**config.mk**
```make
export PLATFORM = sky130hd
export DESIGN_NAME = core_ctrl_fsm
export DESIGN_NICKNAME = d
export VERILOG_FILES = /design/src/rtl/core_pkg.sv /design/src/rtl/ctrl_wait_timer.sv /design/src/rtl/core_ctrl_fsm.sv
export SDC_FILE = /design/constraint.sdc
export NUM_CORES = 1
export LEC_CHECK = 0
export CORE_AREA = 2 2 69 71
export CTS_CLUSTER_DIAMETER = 80
export CTS_CLUSTER_SIZE = 10
export DETAILED_ROUTE_END_ITERATION = 8
export DIE_AREA = 0 0 71 73
export GPL_TIMING_DRIVEN = 0
export PLACE_DENSITY = 0.82
export SLEW_MARGIN = 0
export SYNTH_ARGS = -nofsm -noshare
export SYNTH_HDL_FRONTEND = slang
export SYNTH_SLANG_ARGS = --single-unit
```
**constraint.sdc**
```tcl
create_clock -name clk -period 2.1 [get_ports clk]
set_input_delay 0.42 -clock clk [delete_from_list [all_inputs] [get_ports clk]]
set_output_delay 0.42 -clock clk [all_outputs]
set_load 0.05 [all_outputs]
```
**src/rtl/core_pkg.sv**
```systemverilog
// Shared types and instruction-class encodings for the core control sequencer.
package core_pkg;

  typedef enum logic [2:0] {
    ST_IDLE   = 3'd0,
    ST_FETCH  = 3'd1,
    ST_DECODE = 3'd2,
    ST_EXEC   = 3'd3,
    ST_MEM    = 3'd4,
    ST_WB     = 3'd5,
    ST_HALT   = 3'd6,
    ST_ERR    = 3'd7
  } ctrl_state_t;

  localparam logic [1:0] CLS_ARITH0 = 2'b00;
  localparam logic [1:0] CLS_ARITH1 = 2'b01;
  localparam logic [1:0] CLS_MEM    = 2'b10;
  localparam logic [1:0] CLS_BR     = 2'b11;

endpackage

```
**src/rtl/ctrl_wait_timer.sv**
```systemverilog
// Memory-wait cycle counter: loads 1 on entry to a wait state, counts up while
// waiting and flags expiry once MEM_TIMEOUT cycles have been spent there.
module ctrl_wait_timer #(
  parameter int unsigned MEM_TIMEOUT = 16
) (
  input  logic clk,
  input  logic rst_n,
  input  logic clear_i,
  input  logic enable_i,
  output logic expired_o
);

  localparam int unsigned TW = $clog2(MEM_TIMEOUT + 1);
  localparam logic [TW-1:0] TMAX = TW'(MEM_TIMEOUT);

  logic [TW-1:0] cnt_q;
  logic [TW-1:0] cnt_d;

  // Next count: the first cycle in the state reads as 1, saturating at TMAX.
  always_comb begin
    cnt_d = cnt_q;
    if (clear_i) begin
      cnt_d = TW'(1);
    end else if (enable_i && (cnt_q < TMAX)) begin
      cnt_d = cnt_q + TW'(1);
    end else begin
      cnt_d = cnt_q;
    end
  end

  // Count register.
  always_ff @(posedge clk or negedge rst_n) begin
    if (!rst_n) begin
      cnt_q <= {TW{1'b0}};
    end else begin
      cnt_q <= cnt_d;
    end
  end

  assign expired_o = (cnt_q >= TMAX);

endmodule

```
**src/rtl/core_ctrl_fsm.sv**
```systemverilog
// Multicycle control sequencer: fetch/decode/execute/memory/writeback with
// per-wait timeout into ERR and a wrapping retired-instruction counter.
module core_ctrl_fsm #(
  parameter int unsigned MEM_TIMEOUT = 16,
  parameter int unsigned CNT_W       = 32
) (
  input  logic             clk,
  input  logic             rst_n,
  input  logic             start,
  input  logic             imem_ack,
  input  logic             dmem_ack,
  input  logic [1:0]       inst_class,
  input  logic             inst_sub,
  input  logic             inst_halt,
  input  logic             cond_true,
  output logic             imem_req,
  output logic             dmem_req,
  output logic             dmem_we,
  output logic             ir_we,
  output logic             pc_we,
  output logic             pc_src,
  output logic             rf_we,
  output logic             alu_src_imm,
  output logic             wb_sel,
  output logic             retire,
  output logic [CNT_W-1:0] retired_cnt,
  output logic             busy,
  output logic             halted,
  output logic             err
);

  import core_pkg::*;

  ctrl_state_t      state_q;
  ctrl_state_t      state_d;
  logic [CNT_W-1:0] cnt_q;
  logic [CNT_W-1:0] cnt_d;
  logic             tmr_clr;
  logic             tmr_en;
  logic             tmr_expired;

  ctrl_wait_timer #(
    .MEM_TIMEOUT (MEM_TIMEOUT)
  ) u_wait_timer (
    .clk       (clk),
    .rst_n     (rst_n),
    .clear_i   (tmr_clr),
    .enable_i  (tmr_en),
    .expired_o (tmr_expired)
  );

  // Restart the timer on any transition into a wait state; it only matters there.
  assign tmr_clr = (state_d != state_q) && ((state_d == ST_FETCH) || (state_d == ST_MEM));
  assign tmr_en  = (state_q == ST_FETCH) || (state_q == ST_MEM);

  // Next-state and output decode.
  always_comb begin
    state_d     = state_q;
    imem_req    = 1'b0;
    dmem_req    = 1'b0;
    dmem_we     = 1'b0;
    ir_we       = 1'b0;
    pc_we       = 1'b0;
    pc_src      = 1'b0;
    rf_we       = 1'b0;
    alu_src_imm = 1'b0;
    wb_sel      = 1'b0;
    retire      = 1'b0;
    busy        = 1'b0;
    halted      = 1'b0;
    err         = 1'b0;
    case (state_q)
      ST_IDLE: begin
        if (start) begin
          state_d = ST_FETCH;
        end else begin
          state_d = ST_IDLE;
        end
      end
      ST_FETCH: begin
        busy     = 1'b1;
        imem_req = 1'b1;
        ir_we    = imem_ack;
        // Ack on the final allowed cycle still wins over the timeout.
        if (imem_ack) begin
          state_d = ST_DECODE;
        end else if (tmr_expired) begin
          state_d = ST_ERR;
        end else begin
          state_d = ST_FETCH;
        end
      end
      ST_DECODE: begin
        busy = 1'b1;
        if (inst_halt) begin
          state_d = ST_HALT;
        end else begin
          state_d = ST_EXEC;
        end
      end
      ST_EXEC: begin
        busy = 1'b1;
        case (inst_class)
          CLS_ARITH0, CLS_ARITH1: begin
            alu_src_imm = inst_sub;
            state_d     = ST_WB;
          end
          CLS_MEM: begin
            state_d = ST_MEM;
          end
          CLS_BR: begin
            pc_we   = 1'b1;
            pc_src  = inst_sub | cond_true;
            retire  = 1'b1;
            state_d = ST_FETCH;
          end
          default: begin
            state_d = ST_ERR;
          end
        endcase
      end
      ST_MEM: begin
        busy     = 1'b1;
        dmem_req = 1'b1;
        dmem_we  = inst_sub;
        if (dmem_ack) begin
          if (inst_sub) begin
            pc_we   = 1'b1;
            pc_src  = 1'b0;
            retire  = 1'b1;
            state_d = ST_FETCH;
          end else begin
            state_d = ST_WB;
          end
        end else if (tmr_expired) begin
          state_d = ST_ERR;
        end else begin
          state_d = ST_MEM;
        end
      end
      ST_WB: begin
        busy    = 1'b1;
        rf_we   = 1'b1;
        wb_sel  = (inst_class == CLS_MEM);
        pc_we   = 1'b1;
        pc_src  = 1'b0;
        retire  = 1'b1;
        state_d = ST_FETCH;
      end
      ST_HALT: begin
        halted  = 1'b1;
        state_d = ST_HALT;
      end
      ST_ERR: begin
        err     = 1'b1;
        state_d = ST_ERR;
      end
      default: begin
        state_d = ST_ERR;
      end
    endcase
  end

  // State register.
  always_ff @(posedge clk or negedge rst_n) begin
    if (!rst_n) begin
      state_q <= ST_IDLE;
    end else begin
      state_q <= state_d;
    end
  end

  assign cnt_d = retire ? (cnt_q + CNT_W'(1)) : cnt_q;

  // Retired-instruction counter, wraps silently.
  always_ff @(posedge clk or negedge rst_n) begin
    if (!rst_n) begin
      cnt_q <= {CNT_W{1'b0}};
    end else begin
      cnt_q <= cnt_d;
    end
  end

  assign retired_cnt = cnt_q;

endmodule
```
; Word level (Yosys, flattened, before mapping)
; Index checks and enable logic that the tools add are counted.
[classes]
add_sub_neg = 2
n_lt_le_gt_ge = 2
eq_ne = 13
muxes = 28
bitwise_logic = 1
n_reduce_logical = 9
[ops]
columns = op, count
row1 = $add 32x1->32 const B, 1
row2 = $pmux 3 s8, 1
row3 = $mux 1, 17
row4 = $eq 3x3->1 const B, 5
row5 = $mux 3, 5
row6 = $mux 5, 2
row7 = $pmux 3 s3, 1
row8 = $eq 3x1->1 const B, 2
row9 = $eq 3x2->1 const B, 2
row10 = $add 5x1->5 const B, 1
row11 = $ge 5x5->1 const B, 1
row12 = $lt 5x5->1 const B, 1
row13 = $reduce_or 5->1, 1
row14 = $eq 2x2->1 const B, 2
row15 = $logic_not 3->1, 1
row16 = $ne 3x3->1, 1
row17 = $pmux 1 s3, 1
row18 = $eq 2x1->1 const B, 1
row19 = $logic_and 1x1->1, 2
row20 = $logic_not 2->1, 1
row21 = $logic_or 1x1->1, 2
row22 = $mux 2, 1
row23 = $reduce_bool 2->1, 1
row24 = $reduce_or 2->1, 1
row25 = $or 1x1->1, 1
[totals]
ff_bits = 40
input_bits = 10
output_inout_bits = 45
wordCells = 58

; Depth between registers and ports, before layout
[logic_depth]
depth_word = 8
mapped_depth = 7

; Modules after synthesis
; Synthesis repeated with hierarchy kept, for this count alone.
[unflattened]
hier_cells = 206
area_unflattened_um2 = 2084.5
[modules_own_cells]
columns = mod, n_inst, cells_per_inst, area_per_inst_um2, seq_area_each_um2
row1 = core_ctrl_fsm, 1, 182, 1820.5, 875.8
row2 = ctrl_wait_timer, 1, 24, 264.0, 125.1

; Least setup slack after synthesis
; No wires, ideal clock.
[synth_path]
path_type = register to output
startpoint = register state_q[0]
endpoint = output port ir_we
arrival_ns = 2.443
t_required_ns = 1.680
setup_slack_ns = -0.763
stages_incl_launch_ff = 4
path_cell_list = dfrtp_1 > clkbuf_1 > nor3b_1 > and2_1
[synth_between]
elab_chain_len = 2
[synth_lines]
columns = element, line_no
row1 = start: declaration, core_ctrl_fsm.sv:34  ; ctrl_state_t state_q;
row2 = start signal: assignment, core_ctrl_fsm.sv:169  ; state_q <= state_d;
row3 = $eq 3x1->1, core_ctrl_fsm.sv:72  ; case (state_q)
row4 = $mux 1, core_ctrl_fsm.sv:72
row5 = end: declaration, core_ctrl_fsm.sv:19  ; output logic ir_we,
; No other way between the ends.

; Final worst setup path
[layout_path]
startpoint = register state_q[1]
endpoint = output port retire
[layout_between]
elab_chain_len = 2
elab_cells_between_ends = 4
cone_classes = 3 x eq/ne / 1 x mux
[layout_lines]
columns = element, line_no
row1 = $eq 3x3->1 or $eq 3x2->1 (tied branches), core_ctrl_fsm.sv:72
row2 = $pmux 1 s3 (*), core_ctrl_fsm.sv:72
row3 = end: declaration, core_ctrl_fsm.sv:25  ; output logic retire,
; Every way passes the cells marked *; elsewhere a longest branch is shown, timed or not.

==> metrics <==
# IOs=55; DR WL met3=230 um; Worst Tran Pin Value=0.862 ns; Net Sw Power=1.39 mW; Ys Warns=0; Yosys top cell area share=49.2%; antenna violations before repair=0; Worst VDD drop=0.000779 V; unique cell type count in the Yosys netlist=33; drc violations=0; share of cells above drive strength 1=20.5%; Total Wirelength=4420 um; final setup fails=0; CTS Sinks=40; Yosys reg bits=40; Die H=73 um; mapped cell area=2030 um2; core area=4540 um2; port bufs=54; Fin. Hold Viols=0; first-pass GRT wire length=7470 um; Tcrit/Tclk final=98.6%; max layer used=met4; Hold WC Path Type=in -> async; pre-CTS WS=-0.885 ns; CP startpoint kind=flop; Post-DRT Antenna Nets=0; total gr overflow=0; Synth area leader=dfrtp_1; CTS tree=built; FF-to-FF Start=state_q[1]; CP arrival=1.65 ns; Worst-path clk slew=0.08 ns; crit path max fanout=7; largest net degree at the start of global routing=41; clock power share=19.4%; cell count of the worst reg-to-reg path=6; Worst Setup End Kind=primary output; switching share of power=43.4%; CTS Buf Count=5; Required @ worst endpoint=1.68 ns; Crit Reg-Reg Endpoint=retired_cnt[30]; Layout area overhead=40.4%; RSZ-0062 raised after global routing=yes; DIE AREA=5180 um2; clk_lat worst skew=0.29 ns; setup_tns=0 ns; Synth top cells by count=40 x dfrtp_1, 24 x xnor2_1, 17 x nand2_1, 17 x nand3_1, 15 x nor2_1; Die X-Extent=71 um; Via-to-Cell Ratio=5.31; wl on met1=1950 um; Peak Freq=483 MHz; htree depth=2; Post-Route Skew=0.00721 ns; Logic pwr share=47.6%; Layout Nets=284; utilization of the core after routing=63.0%; R2R Setup Slk=0.07 ns; DP HPWL=3070 um; ant diodes=0; Routed wire per std cell=13.5 um; Iter 0 DRT Violations=50; global placement routability congestion=0.854; syn nets=213; prevailing post-synth register cell=dfrtp_1; Post-synth ARST share=100%; Design Power=3.20 mW; Setup Crit Path Kind=reg -> out; Min Clock Period, post-route=2.07 ns; Cell Rows=25; Power Internal=1.81 mW; final worst setup slack=0.0302 ns; Final Instance Area=2860 um2; met2 wire len=2190 um; total number of vias=1736; max cap viols=0; worst rel slew slack=42.5%; LEAKAGE=1.20 nW; pwr/cell area=1120 nW/um2; outcome=completed; Post-Syn Area per Cell=10.1 um2; Max clock buf depth=2; placed instance area=2660 um2; vias in the first global route=1637; GRT Resource Usage Total=18.0%; Synth area leaders=dfrtp_1 49%, xnor2_1 10%, xor2_1 4.3%; count leader, synth=dfrtp_1; Seq/Total Area, Yosys=49.2%; first-pass iteration count of the detailed router=4; Initial Util=44.8%; EDFF count, synth=0; Slew Limit Fails=0; sequential power share=33.0%; Mapped Cells=201; Clock Tree Root=clkbuf_8
==> cell usage in the layout (no fill, tap or decap), drive strengths merged, types with 2 or more instances in the layout <==
master,count
nand4,10
a21oi,7
ha,2
o21ai,4
o22a,3
nand2b,6
dlymetal6s2s,2
nor3,9
xnor2,24
nand3,17
dlygate4sd2,3
inv,5
dfrtp,40
nor2,15
clkdlybuf4s50,35
clkbuf,11
nor4,3
nor3b,3
nand2,17
and3,3
buf,19
a211oi,2
and2,5
clkdlybuf4s15,4
clkinvlp,2
xor2,10
==> critical path: stages (launching register included) <==
cell	delay (ns)
dfrtp_2	0.47
nand2b_4	0.17
o22a_1	0.22
buf_6	0.15
clkinvlp_4	0.11
buf_6	0.11
buf_8	0.13
==> layout make-up <==
class | instances | area, um2
Fill cell | 365 | 1680
Inverter | 6 | 26.3
Buffer | 5 | 37.5
Clock inverter | 3 | 42.5
Multi-Input combinational cell | 150 | 1020
Clock buffer | 5 | 68.8
Sequential cell | 40 | 1010
Tap cell | 54 | 67.6
Timing Repair Buffer | 64 | 584
==> per-stage QoR <==
step                      hold WS (ns)  instances
after global placement           0.460        309
after CTS                        0.262        323
final                            0.233        327
after detailed placement         0.462        309
after global routing             0.294        327
after floorplan                  0.124        201
==> how the worst max path moves through the flow <==
| stage | start | cells after the start | endpoint | slack, ns |
|---|---|---|---|---|
| 3_3_place_gp | inst_class[1] | 7 | retire | -0.87 |
| 5_1_grt | state_q[1] | 6 | retire | -0.05 |
| 2_1_floorplan | state_q[1] | 3 | dmem_we | -0.16 |
| 6_report | state_q[1] | 6 | retire | 0.03 |
| 3_5_place_dp | inst_class[1] | 7 | retire | -0.88 |
| 4_1_cts | state_q[1] | 6 | retire | -0.05 |
==> registers in the layout (all words and copies together), names as in the netlist <==
register	count
state_q	3
u_wait_timer.cnt_q	5
retired_cnt	32
==> power groups by stage <==
stage	logic, mW	clock network (mW)	registers (mW)
final	1.52	0.621	1.06
after global routing	1.63	0.677	1.08
after CTS	1.50	0.639	1.05
after detailed placement	1.46	0	1.06
after global placement	1.44	0	1.05
after floorplan	0.856	0	1.22
==> per-layer routing <==
layer / global-route usage, % / up-vias
li1: - / 846
met1: 23.1 / 833
met2: 29.9 / 50
met3: 4.42 / 7
met4: 6.50 / 0
met5: 0 / -
==> cells by family after synthesis <==
logic type,Yosys count,share of synthesized area [%]
multiplexers,1,0.492
XOR/XNOR,34,14.6
AO/OA/AOI/OAI,19,5.91
adder cells (fa/ha/maj),2,1.23
AND/OR/NAND/NOR,94,25.9
flip-flops,40,49.2
buffers and inverters,11,2.58
==> repair_timing <==
item | in CTS | in global routing
setup endpoints to repair | 24 | 21
hold buffers | 0 | 0
buffers inserted | 6 | 4
pin swaps | 3 | 3
gates resized for setup | 54 | 19
(Power assumes the default switching activity.)
